$ cat config.mk
export PLATFORM = sky130hd
export DESIGN_NAME = arb_mux
export DESIGN_NICKNAME = d
export VERILOG_FILES = /design/src/rtl/arb_mux.sv
export SDC_FILE = /design/constraint.sdc
export NUM_CORES = 1
export LEC_CHECK = 0
export BUFFER_PORTS_ARGS = -buffer_cell sky130_fd_sc_hd__buf_2
export CAP_MARGIN = 20
export CELL_PAD_IN_SITES_DETAIL_PLACEMENT = 0
export CELL_PAD_IN_SITES_GLOBAL_PLACEMENT = 1
export CORE_AREA = 2 2 254 256
export CTS_CLUSTER_DIAMETER = 80
export DETAILED_ROUTE_END_ITERATION = 10
export DIE_AREA = 0 0 256 258
export PLACE_DENSITY = 0.73
export REMOVE_ABC_BUFFERS = 1
export SLEW_MARGIN = 40
export SYNTH_ARGS = -nofsm -noshare
export SYNTH_HDL_FRONTEND = slang
export SYNTH_SLANG_ARGS = --single-unit
export TNS_END_PERCENT = 30
$ cat constraint.sdc
create_clock -name clk -period 7.05 [get_ports clk]
set_input_delay 0.3525 -clock clk [delete_from_list [all_inputs] [get_ports clk]]
set_output_delay 0.3525 -clock clk [all_outputs]
set_load 0.01 [all_outputs]
$ cat src/rtl/arb_mux.sv
// N-channel round-robin / fixed-priority arbiter feeding a single registered output slot.
// Optional ARB_MUX_FORCE_SEL_EN adds force_en/force_sel to override arbitration with a fixed channel.
module arb_mux #(
  parameter int WIDTH = 32,
  parameter int N     = 18,
  parameter int RR    = 1,
  parameter int SW    = $clog2(N)
) (
  input  logic                 clk,
  input  logic                 rst,
  input  logic [N-1:0]         in_valid,
  input  logic [N*WIDTH-1:0]   in_data,
  output logic [N-1:0]         in_ready,
  output logic                 out_valid,
  output logic [WIDTH-1:0]     out_data,
  output logic [SW-1:0]        out_sel,
  input  logic                 out_ready
`ifdef ARB_MUX_FORCE_SEL_EN
  ,
  input  logic                 force_en,
  input  logic [SW-1:0]        force_sel
`endif
);

  logic [SW-1:0]    ptr_p0;
  logic             gnt_vld_p0;
  logic [SW-1:0]    gnt_p0;
  logic             ptr_upd_p0;
  logic             load_p0;
  logic             xfer_p0;
  logic [WIDTH-1:0] gnt_data_p0;
  int               idx;

  // Stage p0: combinational grant from in_valid and the rotating pointer
  always_comb begin
    gnt_vld_p0 = 1'b0;
    gnt_p0     = '0;
    ptr_upd_p0 = (RR != 0);
    idx        = 0;
    // Scan from the far end so the candidate closest to ptr is written last and wins.
    for (int k = N - 1; k >= 0; k--) begin
      if (RR != 0) begin
        idx = int'(ptr_p0) + k;
        if (idx >= N) idx = idx - N;
      end else begin
        idx = k;
      end
      if (in_valid[idx]) begin
        gnt_vld_p0 = 1'b1;
        gnt_p0     = SW'(idx);
      end
    end
`ifdef ARB_MUX_FORCE_SEL_EN
    if (force_en) begin
      ptr_upd_p0 = 1'b0;
      gnt_p0     = force_sel;
      gnt_vld_p0 = (int'(force_sel) < N) ? in_valid[force_sel] : 1'b0;
    end
`endif
  end

  assign load_p0     = !out_valid || out_ready;
  assign xfer_p0     = load_p0 && gnt_vld_p0;
  assign gnt_data_p0 = in_data[gnt_p0*WIDTH +: WIDTH];

  always_comb begin
    in_ready = '0;
    if (xfer_p0 && !rst) in_ready[gnt_p0] = 1'b1;
  end

  // Stage p1: output slot and pointer advance on each accepted transfer
  always_ff @(posedge clk or posedge rst) begin
    if (rst) begin
      out_valid <= 1'b0;
      out_data  <= '0;
      out_sel   <= '0;
      ptr_p0    <= '0;
    end else if (load_p0) begin
      out_valid <= gnt_vld_p0;
      if (gnt_vld_p0) begin
        out_data <= gnt_data_p0;
        out_sel  <= gnt_p0;
        if (ptr_upd_p0) ptr_p0 <= (int'(gnt_p0) == N - 1) ? '0 : gnt_p0 + 1'b1;
      end
    end
  end

endmodule

=== Yosys cells after proc, flatten, opt, wreduce, memory -nomap -nowiden ===
Cells that the tools add are included.

* $add $sub $neg: 36
* $lt $le $gt $ge: 38
* Muxes and demuxes: 112
* Equality and inequality tests: 1
* Shift-type cells: 1
* Reduce and logical (&&, ||, !) cells: 7

{| class="wikitable"
|+ Operators with widths
! kind !! count
|-
| $lt 32x7->1 const B || 18
|-
| $mux 32 || 18
|-
| $shiftx 576x11->32 || 1
|-
| $sub 6x5->7 const B || 17
|-
| $ge 6x5->1 const B || 17
|-
| $mux 5 || 19
|-
| $bmux 1 s5 || 18
|-
| $mux 1 || 55
|-
| $add 5x4->6 const B || 8
|-
| $add 5x3->6 const B || 4
|-
| $mux 18 || 1
|-
| $add 5x2->6 const B || 2
|-
| $add 5x5->6 const B || 2
|-
| $add 5x1->6 const B || 1
|-
| $lt 5x6->1 const B || 1
|-
| $sub 5x5->6 const B || 1
|-
| $add 5x1->5 const B || 1
|-
| $demux 1 s5 || 1
|-
| $eq 5x5->1 const B || 1
|-
| $ge 5x1->1 const B || 1
|-
| $ge 5x5->1 const B || 1
|-
| $logic_and 1x1->1 || 3
|-
| $logic_not 1->1 || 2
|-
| $reduce_and 2->1 || 1
|-
| $logic_or 1x1->1 || 1
|}

* Bits in registers: 43
* Bits of input ports: 597

=== Logic depth before layout (Yosys ltp) ===
Gate-level depths: netlist of run 1.

* Depth in word-level cells: 29
* Mapped depth: 29
* Depth with buffers taken out: 22

=== Worst setup path before layout of run 1 ===
No wires, ideal clock.

* Kind: register -> output
* Start point: register ptr_p0[1]
* End point: output in_ready[17]
* Cell stages (with the launch flop): 27
* Arrival: 6337 ps
* Path slack: 360 ps
* Path through: dfrtp_1 -> inv_1 -> clkbuf_1 -> buf_2 -> buf_2 -> ha_1 -> buf_2 -> inv_2 -> clkbuf_1 -> ha_1 -> clkbuf_1 -> inv_1 -> a21oi_2 -> a311oi_1 -> or2_1 -> buf_2 -> o2111ai_1 -> nand4_1 -> and2_1 -> or4b_1 -> o21a_1 -> o221ai_1 -> buf_2 -> buf_1 -> ha_1 -> inv_1 -> nor4_1

* Word-level cells in the longest chain between the ends: 29

{| class="wikitable"
|+ Ends and longest elaborated chain
! what !! line !! text
|-
| start: declaration || 25 || <nowiki>logic [SW-1:0] ptr_p0;</nowiki>
|-
| start signal: assignment || 83 || <nowiki>if (ptr_upd_p0) ptr_p0 <= (int'(gnt_p0) == N - 1) ? '0 : gnt_p0 + 1'b1;</nowiki>
|-
| $add 5x5->6 || 43 || <nowiki>idx = int'(ptr_p0) + k;</nowiki>
|-
| $sub 6x5->7 / $ge 6x5->1 (equally long branches) || 44 || <nowiki>if (idx >= N) idx = idx - N;</nowiki>
|-
| $mux 32 || 44 ||
|-
| $bmux 1 s5 || 48 || <nowiki>if (in_valid[idx]) begin</nowiki>
|-
| $mux 1 (implied by the code) (2 in a row) || 48 ||
|-
| $mux 5 (18 in a row) || 48 ||
|-
| $lt 5x6->1 (implied by the code) / $ge 5x1->1 (equally long branches) || 68 || <nowiki>if (xfer_p0 && !rst) in_ready[gnt_p0] = 1'b1;</nowiki>
|-
| $logic_and 1x1->1 (implied by the code) || 68 ||
|-
| $mux 1 (implied by the code) || 68 ||
|-
| $demux 1 s5 || 68 ||
|-
| $mux 18 * || 68 ||
|-
| end: declaration || 13 || <nowiki>output logic [N-1:0] in_ready,</nowiki>
|}

Mark *: on every way between the ends. The rest lies on a longest branch, timed or not. The select of a mux whose other input is x is not followed.

=== Worst setup path in the final report of run 1 ===
* Start point: register ptr_p0[3]
* End point: output in_ready[4]

Same word-level chain as after synthesis.

==> flow_metrics.env, run 1 <==
export IMPL_status="finished clean"
export IMPL_cpMostUsedCell="nor2_1"
export IMPL_placed_cell_area_um2=20300
export IMPL_first_global_vias=20800
export IMPL_die_w_um=256
export IMPL_firstDrtPassIters=7
export IMPL_vias_per_cell=6.00
export IMPL_worst_setup_path_start_kind="register"
export IMPL_slowest_delay_ns=0.72
export IMPL_ys_ff_latch=43
export IMPL_pin_count=653
export IMPL_route_detailed_drc=0
export IMPL_numCtsBuffers=5
export IMPL_synth_edf_count=0
export IMPL_place_gp_congestion=1.05
export IMPL_async_flop_share_pct=100
export IMPL_rsz0062_at_grt="no"
export IMPL_dr_first_iter_drc_count=2844
export IMPL_hold_viol=0
export IMPL_syn_avg_cell_area_um2=6.90
export IMPL_dieHeight_um=258
export IMPL_clk_latency_ns=0.33
export IMPL_worst_slew_pin_slew_ns=0.905
export IMPL_vias=22500
export IMPL_grt_start_max_net_pins=99
export IMPL_root_buffer="clkbuf_16"
export IMPL_min_path_type="primary input to async pin"
export IMPL_max_cap_viol_count=0
export IMPL_final_area_um2=20600
export IMPL_fin_ws_ns=0.145
export IMPL_min_period_ns=6.90
export IMPL_core_area_um2=63600
export IMPL_clk_pin_slew_worst_paths_ns=0.08
export IMPL_layout_nets=3515
export IMPL_cp_cell_sequence="inv_2, ha_1, nor2_1, a31oi_1, a221oi_1, o22ai_1, o311ai_2, nor2_1, nor4bb_1, o311a_1, o21ai_0, a31o_2, nor2_1, and3_1, buf_2"
export IMPL_area_delta_synth_final_pct=30.4
export IMPL_hold_buffers=0
export IMPL_setup_viol=0
export IMPL_layout_drive_gt1_share_pct=32.9
export IMPL_cp_arrival_ns=6.55
export IMPL_ys_flop_type="dfrtp_1"
export IMPL_dp_hpwl_um=96000
export IMPL_ys_types=119
export IMPL_initial_core_util_pct=24.8
export IMPL_cts_path_max_buffers=2
export IMPL_wl_um=116000
export IMPL_crit_fanout=15
export IMPL_synth_seq_area_share_pct=6.81
export IMPL_path_buf_inv=2
export IMPL_wl_per_cell_um=30.9
export IMPL_slew_viol_final=0
export IMPL_placementRows=93
export IMPL_critPathSlowestCell="dfrtp_1"
export IMPL_grt_use_total_pct=33.3
export IMPL_drtAntennaViolNets=0
export IMPL_critical_path_class="register to output pin"
export IMPL_die_area_um2=66000
export IMPL_port_buffers=652
export IMPL_pre_cts_ws_ns=-0.0832
export IMPL_cts_max_level=2
export IMPL_required_ns=6.70
export IMPL_tritoncts="yes"
export IMPL_ys_warn_count=0
export IMPL_skew_ns=0.00856
export IMPL_nFillCells=7172
export IMPL_grt_pass1_wl_um=159000
export IMPL_synthCells=2287
export IMPL_crit_family="compound AO/OA/AOI/OAI gates"
export IMPL_fin_crit_sh_pct=97.9
export IMPL_cp_end_kind="output pin"
export IMPL_max_freq_ghz=0.145
export IMPL_grt_overflow=0
export IMPL_cts_sinks=43
export IMPL_max_slew_margin_rel_pct=39.6
export IMPL_antenna_found_initial=34
export IMPL_syn_area_um2=15800
cell type report:
type / count / area [um2] / share of cell area (%)
clock inverters: 1 / 5.00 / 0.0243
diodes: 10 / 25.0 / 0.122
inverters: 32 / 129 / 0.626
clock buffers: 7 / 133 / 0.644
multi-input cells: 2023 / 13800 / 67.1
flip-flops and latches: 43 / 1080 / 5.24
repair buffers: 777 / 4330 / 21.0
well taps: 855 / 1070 / 5.20
placed cells by master, fill, tap and decap left out, types with 42 or more instances in the layout:
| master | n |
|---|---|
| nand2_1 | 455 |
| a21oi_1 | 68 |
| buf_2 | 652 |
| dfrtp_1 | 42 |
| xnor2_1 | 43 |
| buf_4 | 114 |
| nor2_1 | 136 |
| nand3_1 | 229 |
| mux2_2 | 42 |
| nor3_1 | 55 |
| o21ai_0 | 74 |
| mux2i_1 | 161 |
worst reg2reg max path, cell delays in order, from the launching register on:
cell and delay, ns:
dfrtp_1 0.72, inv_2 0.34, ha_1 0.61, nor2_1 0.67, a31oi_1 0.29, a221oi_1 0.31, o22ai_1 0.23, o311ai_2 0.61
nor2_1 0.16, nor4bb_1 0.31, o311a_1 0.25, o21ai_0 0.28, a31o_2 0.41, a211oi_4 0.51, o21ai_0 0.41, o221a_2 0.25
a41oi_1 0.20
through the flow:
| stage | TNS (ns) | hold WS, ns | instances | utilization (%) |
|---|---|---|---|---|
| 6_report | 0 | 0.360 | 3748 | 32.3 |
| 5_1_grt | 0 | 0.363 | 3745 | 32.3 |
| 4_1_cts | 0 | 0.350 | 3737 | 32.2 |
| 3_5_place_dp | -0.129 | 0.505 | 3729 | 31.9 |
| 2_1_floorplan | -666.87 | 0.550 | 2098 | - |
| 3_3_place_gp | -0.391 | 0.486 | 3729 | 31.8 |
Yosys cell counts, types with 12 or more instances:
library cell    n  area (um2)
nand2_1       455        1710
nand3_1       229        1150
mux2i_1       161        1610
nor2_1        137         514
o21ai_0        77         385
buf_2          76         380
clkbuf_1       71         267
a21oi_1        70         350
nor3_1         56         280
xnor2_1        47         412
dfrtp_1        43        1080
mux2_2         42         473
ha_1           36         450
a31oi_1        33         206
a211oi_1       32         240
o211ai_1       30         225
a41oi_1        27         236
a222oi_1       26         260
and3_1         26         163
inv_1          23        86.3
nor4_1         22         138
mux4_2         21         473
nand2b_1       21         131
o221a_1        20         225
buf_6          19         214
o22ai_1        17         106
a311oi_1       16         140
o21a_1         16         120
or3_1          16         100
nand4_1        15        93.8
a221oi_1       14         123
a32oi_1        14         123
and2_1         14        87.6
o31ai_1        14         105
a2111oi_0      13         114
buf_4          13        97.6
o221ai_1       13         114
o311ai_0       13         114
nor2b_1        12        75.1
o21ai_1        12        60.1
layer usage:
layer / vias up / routed length, um / global-route usage, %
met4: 12 / 5640 / 14.1
li1: 9966 / - / -
met3: 213 / 11000 / 6.66
met1: 10900 / 47900 / 44.0
met2: 1431 / 51300 / 52.7
met5: - / 69 / 0
state kept, by name (all words and copies together), names as in the netlist:
name and count:
out_data 32, out_sel 5, ptr_p0 5, out_valid 1
cell families after synthesis:
logic type	share of synthesized area (%)
adders and majority gates	2.85
and+or+nand+nor	31.9
AOI/OAI and AO/OA	31.0
muxes	16.7
DFF	6.81
buffers and inverters	7.07
xor gates and xnor gates	3.69
worst paths after layout:
kind / startpoint / end / slack, ns / cells past startpoint
max in group asynchronous: rst / ptr_p0[0] / 6.12 / 3
worst max register to register: ptr_p0[3] / out_data[31] / 0.40 / 16
worst min-delay path: rst / ptr_p0[0] / 0.36 / 3
min in group clk: out_ready / out_valid / 0.36 / 3
worst max-delay path: ptr_p0[3] / in_ready[4] / 0.15 / 15
worst min register to register: out_sel[2] / out_sel[2] / 0.53 / 1
repair_timing:
action	4_1_cts	5_1_grt
endpoints found under the setup margin	17	44
setup buffers	0	1
resized for setup	11	11
Power of run 1 is not shown: default switching activity piles up to over one toggle a cycle in this logic, so the estimate is an artifact.
==> inputs of run 2 (changes only) <==
REMOVE_ABC_BUFFERS = not set   (was 1)
==> run 2 against run 1 <==
  * Flip-flop and latch count unchanged
  * Via count down 1.9%
  * Critical path depth up 3
  * Hold slack worse by 0.099 ns
  * Highest routed layer unchanged
  * Sequential share of layout area about the same
  * Die area unchanged
  * Final cell count down 0.11%
  * Design area down 0.46%
  * Utilization down 0.15 points
  * Count of clock-buffer cells in the layout down 2
  * Setup slack better by 0.14 ns
  * Register-to-register slack worse by 0.04 ns
==> flow_metrics.env, run 2 (same netlist as run 1, synthesis figures left out) <==
export IMPL_antenna_found_initial=41
export IMPL_grt_pass1_wl_um=149000
export IMPL_final_area_um2=20500
export IMPL_clk_pin_slew_worst_paths_ns=0.08
export IMPL_regMostFlops="out_data"
export IMPL_cts_sinks=43
export IMPL_vias=22100
export IMPL_fin_crit_sh_pct=96.0
export IMPL_cp_end_kind="output pin"
export IMPL_clk_latency_ns=0.32
export IMPL_max_cap_viol_count=0
export IMPL_skew_ns=0.00834
export IMPL_cp_cell_sequence="buf_4, ha_1, buf_4, a21boi_1, nor2_1, a311oi_1, or2_1, o2111ai_1, nand4_1, a211oi_1, o2111a_1, o21ai_1, o221ai_4, buf_12, ha_1, inv_1, nor4_1, buf_2"
export IMPL_final_common_cell="buf_2"
export IMPL_hold_buffers=0
export IMPL_pre_cts_ws_ns=0.229
export IMPL_hold_viol=0
export IMPL_core_area_um2=63600
export IMPL_worst_slew_pin_slew_ns=0.783
export IMPL_wl_um=107000
export IMPL_route_detailed_drc=0
export IMPL_met3_usage_pct=7.52
export IMPL_drtAntennaViolNets=0
export IMPL_max_freq_ghz=0.148
export IMPL_place_gp_congestion=1.04
export IMPL_status="finished clean"
export IMPL_min_period_ns=6.77
export IMPL_cts_repair_resized=0
export IMPL_initial_core_util_pct=24.8
export IMPL_layout_nets=3503
export IMPL_grt_start_max_net_pins=74
export IMPL_cts_max_level=2
export IMPL_critical_path_class="register to output pin"
export IMPL_grtUsageMet2_pct=50.5
export IMPL_slew_viol_final=0
export IMPL_fin_ws_ns=0.284
export IMPL_worst_setup_path_start_kind="register"
export IMPL_dr_first_iter_drc_count=2464
export IMPL_tns_ns=0
export IMPL_syn_num_nets=2920
export IMPL_vias_per_cell=5.90
export IMPL_pin_count=653
export IMPL_rsz0062_at_grt="no"
export IMPL_root_buffer="clkbuf_16"
export IMPL_use_met1_pct=37.1
export IMPL_firstDrtPassIters=6
export IMPL_fin_util_pct=32.2
export IMPL_dp_hpwl_um=86600
export IMPL_grt_overflow=0
export IMPL_critPathSlowestCell="a211oi_1"
export IMPL_slowest_delay_ns=0.49
export IMPL_top_regs="out_data x32, out_sel x5, ptr_p0 x5"
export IMPL_first_global_vias=20400
export IMPL_crit_fanout=73
export IMPL_placed_cell_area_um2=20200
export IMPL_cp_arrival_ns=6.41
export IMPL_min_path_type="primary input to async pin"
export IMPL_layout_drive_gt1_share_pct=32.5
export IMPL_cts_path_max_buffers=2
export IMPL_wl_per_cell_um=28.5
export IMPL_max_slew_margin_rel_pct=47.2
export IMPL_required_ns=6.70
export IMPL_port_buffers=652
export IMPL_final_cell_mix="buf_2, nand2_1, nand3_1"
export IMPL_dieHeight_um=258
export IMPL_die_area_um2=66000
export IMPL_grt_use_total_pct=30.5
export IMPL_die_w_um=256
export IMPL_largest_reg_flops=32
export IMPL_tritoncts="yes"
export IMPL_postCtsSetupBuffers=0
export IMPL_setup_viol=0
export IMPL_grt_busiest_layer="met2"
export IMPL_placementRows=93
export IMPL_numCtsBuffers=5
export IMPL_area_delta_synth_final_pct=29.8
==> run 2: cell types whose count changed in the layout (fill, tap and decap cells not counted), sizes merged <==
cell      before  now
diode         10   18
buf          777  765
clkinv         4    2
clkinvlp       0    2
bufinv         0    2
clkbuf         7    5
==> run 2: area by class of cell <==
cell class                      instances  area, um2
Fill cell                            7077      43200
Tap cell                              855       1070
Clock buffer                            5        125
Timing Repair Buffer                  765       4250
Multi-Input combinational cell       2023      13700
Clock inverter                          3       67.6
Inverter                               32        133
Sequential cell                        43       1080
Antenna cell                           18       45.0
==> run 2: critical path: cells and delay by family, from the launching register on <==
kind | cells | cell delay (ns)
AND/OR/NAND/NOR | 4 | 1.42
flip-flops | 1 | 0.40
buffers and inverters | 5 | 1.39
AO/OA/AOI/OAI | 7 | 1.92
adder cells (fa/ha/maj) | 2 | 0.82
==> run 2: path summary, 6_finish.rpt <==
kind                            depth (start not counted)  slack, ns        from            to
worst max-delay path                                   18       0.28   ptr_p0[2]   in_ready[5]
worst min-delay path                                    3       0.26         rst     out_valid
worst max register to register                         18       0.36   ptr_p0[2]  out_data[23]
worst min register to register                          1       0.53  out_sel[2]    out_sel[2]
max in group asynchronous                               3       6.25         rst   out_data[3]
min in group clk                                        3       0.36   out_ready     out_valid
==> run 2: through the flow <==
| step | hold WS (ns) | instances |
|---|---|---|
| finish | 0.261 | 3744 |
| CTS | 0.302 | 3726 |
| floorplan | 0.550 | 2287 |
| global route | 0.313 | 3741 |
| global placement | 0.485 | 3718 |
| detailed placement | 0.497 | 3718 |
==> run 2: metal layers <==
metal | part of all wire (%) | wire length [um]
met2 | 46 | 49400
met5 | 0.18 | 192
met4 | 5.1 | 5500
met3 | 10 | 10700
met1 | 38 | 41100
Power of run 2 is left out for the same reason.
==> inputs of run 3 (changes only) <==
PLACE_DENSITY = 0.75   (was 0.73)
clock period = 5.9 ns   (was 7.05 ns; I/O delays follow)
==> run 3 against run 2 <==
  * Flip-flop and latch count unchanged
  * Setup slack worse by 0.17 ns
  * Design area increased by 11%
  * Via count increased by 4.6%
  * First-iteration DRC count grew 21%
  * Sequential share of layout area decreased by 0.52 points
  * Routed wire length grew 0.42%
  * Critical endpoint is now out_data[17]
==> flow_metrics.env, run 3 (same netlist as run 1, synthesis figures left out) <==
export IMPL_rr_worst_depth=22
export IMPL_dr_first_iter_drc_count=2988
export IMPL_min_period_ns=5.79
export IMPL_tritoncts="yes"
export IMPL_numCtsBuffers=5
export IMPL_required_ns=6.08
export IMPL_worst_setup_path_start_kind="register"
export IMPL_grt_overflow=0
export IMPL_status="finished clean"
export IMPL_largest_reg_flops=32
export IMPL_core_area_um2=63600
export IMPL_reg2reg_from="ptr_p0[1]"
export IMPL_reg2reg_to="out_data[17]"
export IMPL_rsz0062_at_grt="yes"
export IMPL_firstDrtPassIters=6
export IMPL_vias_per_cell=5.82
export IMPL_drtAntennaViolNets=0
export IMPL_final_cell_mix="buf_2, nand2_1, buf_4"
export IMPL_fin_ws_ns=0.112
export IMPL_crit_path_end="out_data[17]"
export IMPL_die_area_um2=66000
export IMPL_cts_max_level=2
export IMPL_critical_path_class="register to register"
export IMPL_grt_pass1_wl_um=149000
export IMPL_syn_num_nets=2920
export IMPL_layout_drive_gt1_share_pct=38.9
export IMPL_setup_viol=0
export IMPL_place_gp_congestion=1.06
export IMPL_route_detailed_drc=0
export IMPL_dp_cells=3943
export IMPL_dp_hpwl_um=88900
export IMPL_layout_nets=3736
export IMPL_hold_viol=0
export IMPL_max_freq_ghz=0.173
export IMPL_skew_ns=0.0129
export IMPL_root_buffer="clkbuf_16"
export IMPL_wl_um=107000
export IMPL_wl_per_cell_um=27.0
export IMPL_clk_latency_ns=0.32
export IMPL_crit_start="ptr_p0[1]"
export IMPL_pin_count=653
export IMPL_grt_start_max_net_pins=75
export IMPL_dieHeight_um=258
export IMPL_instances_no_fill=3968
export IMPL_initial_core_util_pct=24.8
export IMPL_top_regs="out_data x32, out_sel x5, ptr_p0 x5"
export IMPL_cp_arrival_ns=5.97
export IMPL_cp_end_kind="register"
export IMPL_worst_slew_pin_slew_ns=0.727
export IMPL_max_cap_viol_count=0
export IMPL_rrSetupSlack_ns=0.11
export IMPL_area_delta_synth_final_pct=44.4
export IMPL_port_buffers=652
export IMPL_clk_pin_slew_worst_paths_ns=0.08
export IMPL_pre_cts_ws_ns=-0.266
export IMPL_max_slew_margin_rel_pct=50.3
export IMPL_grt_use_total_pct=30.4
export IMPL_vias=23100
export IMPL_first_global_vias=21400
export IMPL_cts_sinks=43
export IMPL_antenna_found_initial=21
export IMPL_die_w_um=256
export IMPL_hold_buffers=0
export IMPL_min_path_type="primary input to async pin"
export IMPL_slew_viol_final=0
export IMPL_tns_ns=0
export IMPL_fin_crit_sh_pct=98.1
export IMPL_regMostFlops="out_data"
export IMPL_cts_path_max_buffers=2
export IMPL_placementRows=93
export IMPL_final_common_cell="buf_2"
export IMPL_crit_fanout=18
## run 3: cell type report
class                      count  area [um2]
multi-input combinational   2023       14000
clock buffer                   5         125
sequential                    43        1080
inverter                      32         134
fill                        6897       40900
antenna                        9        22.5
timing repair buffer         998        6310
clock inverter                 3        15.0
tap                          855        1070
## run 3: critical path, stage by stage, from the launching register on
cell and delay [ns]:
dfrtp_2 0.44, inv_1 0.10, buf_4 0.20, ha_1 0.36, a21o_2 0.36, a2111oi_4 0.55, and2_1 0.24, a31o_2 0.26
mux2i_1 0.34, o32a_1 0.20, o211ai_1 0.08, buf_4 0.17, buf_4 0.13, nand4b_1 0.09, a2bb2oi_1 0.24, nand3_2 0.22
nand2_8 0.13, buf_4 0.23, buf_12 0.18, buf_12 0.18, mux2_2 0.38, a222oi_1 0.35, a41oi_1 0.16
## run 3: stage by stage
step | hold slack (ns) | area, um2 | utilization (%)
finish | 0.0818 | 22800 | 35.8
global route | 0.104 | 22800 | 35.8
CTS | 0.0812 | 22400 | 35.2
detailed placement | 0.439 | 22200 | 34.9
global placement | 0.432 | 22200 | 34.9
floorplan | 0.494 | 15900 | -
## run 3: worst min path at each step
stage	depth (start not counted)	from	end
6_report	2	rst	out_sel[1]
5_1_grt	2	rst	out_sel[1]
4_1_cts	2	rst	out_sel[1]
3_5_place_dp	2	rst	out_sel[1]
3_3_place_gp	2	rst	out_sel[1]
2_1_floorplan	2	out_ready	out_valid
## run 3: routing by layer
layer  up-vias  GRT usage (%)  share of wire (%)
li1      10400              -                  -
met1     10800           37.3                 39
met2      1563           50.1                 46
met3       292           5.95                9.4
met4        14           16.4                6.3
met5         -              0              0.087
## run 3: timing repair
action	in CTS	in global routing
buffers inserted	0	7
endpoints found under the setup margin	24	47
resized for setup	17	57
cloned	0	1
pin swaps	2	8
Power of run 3 is left out for the same reason.
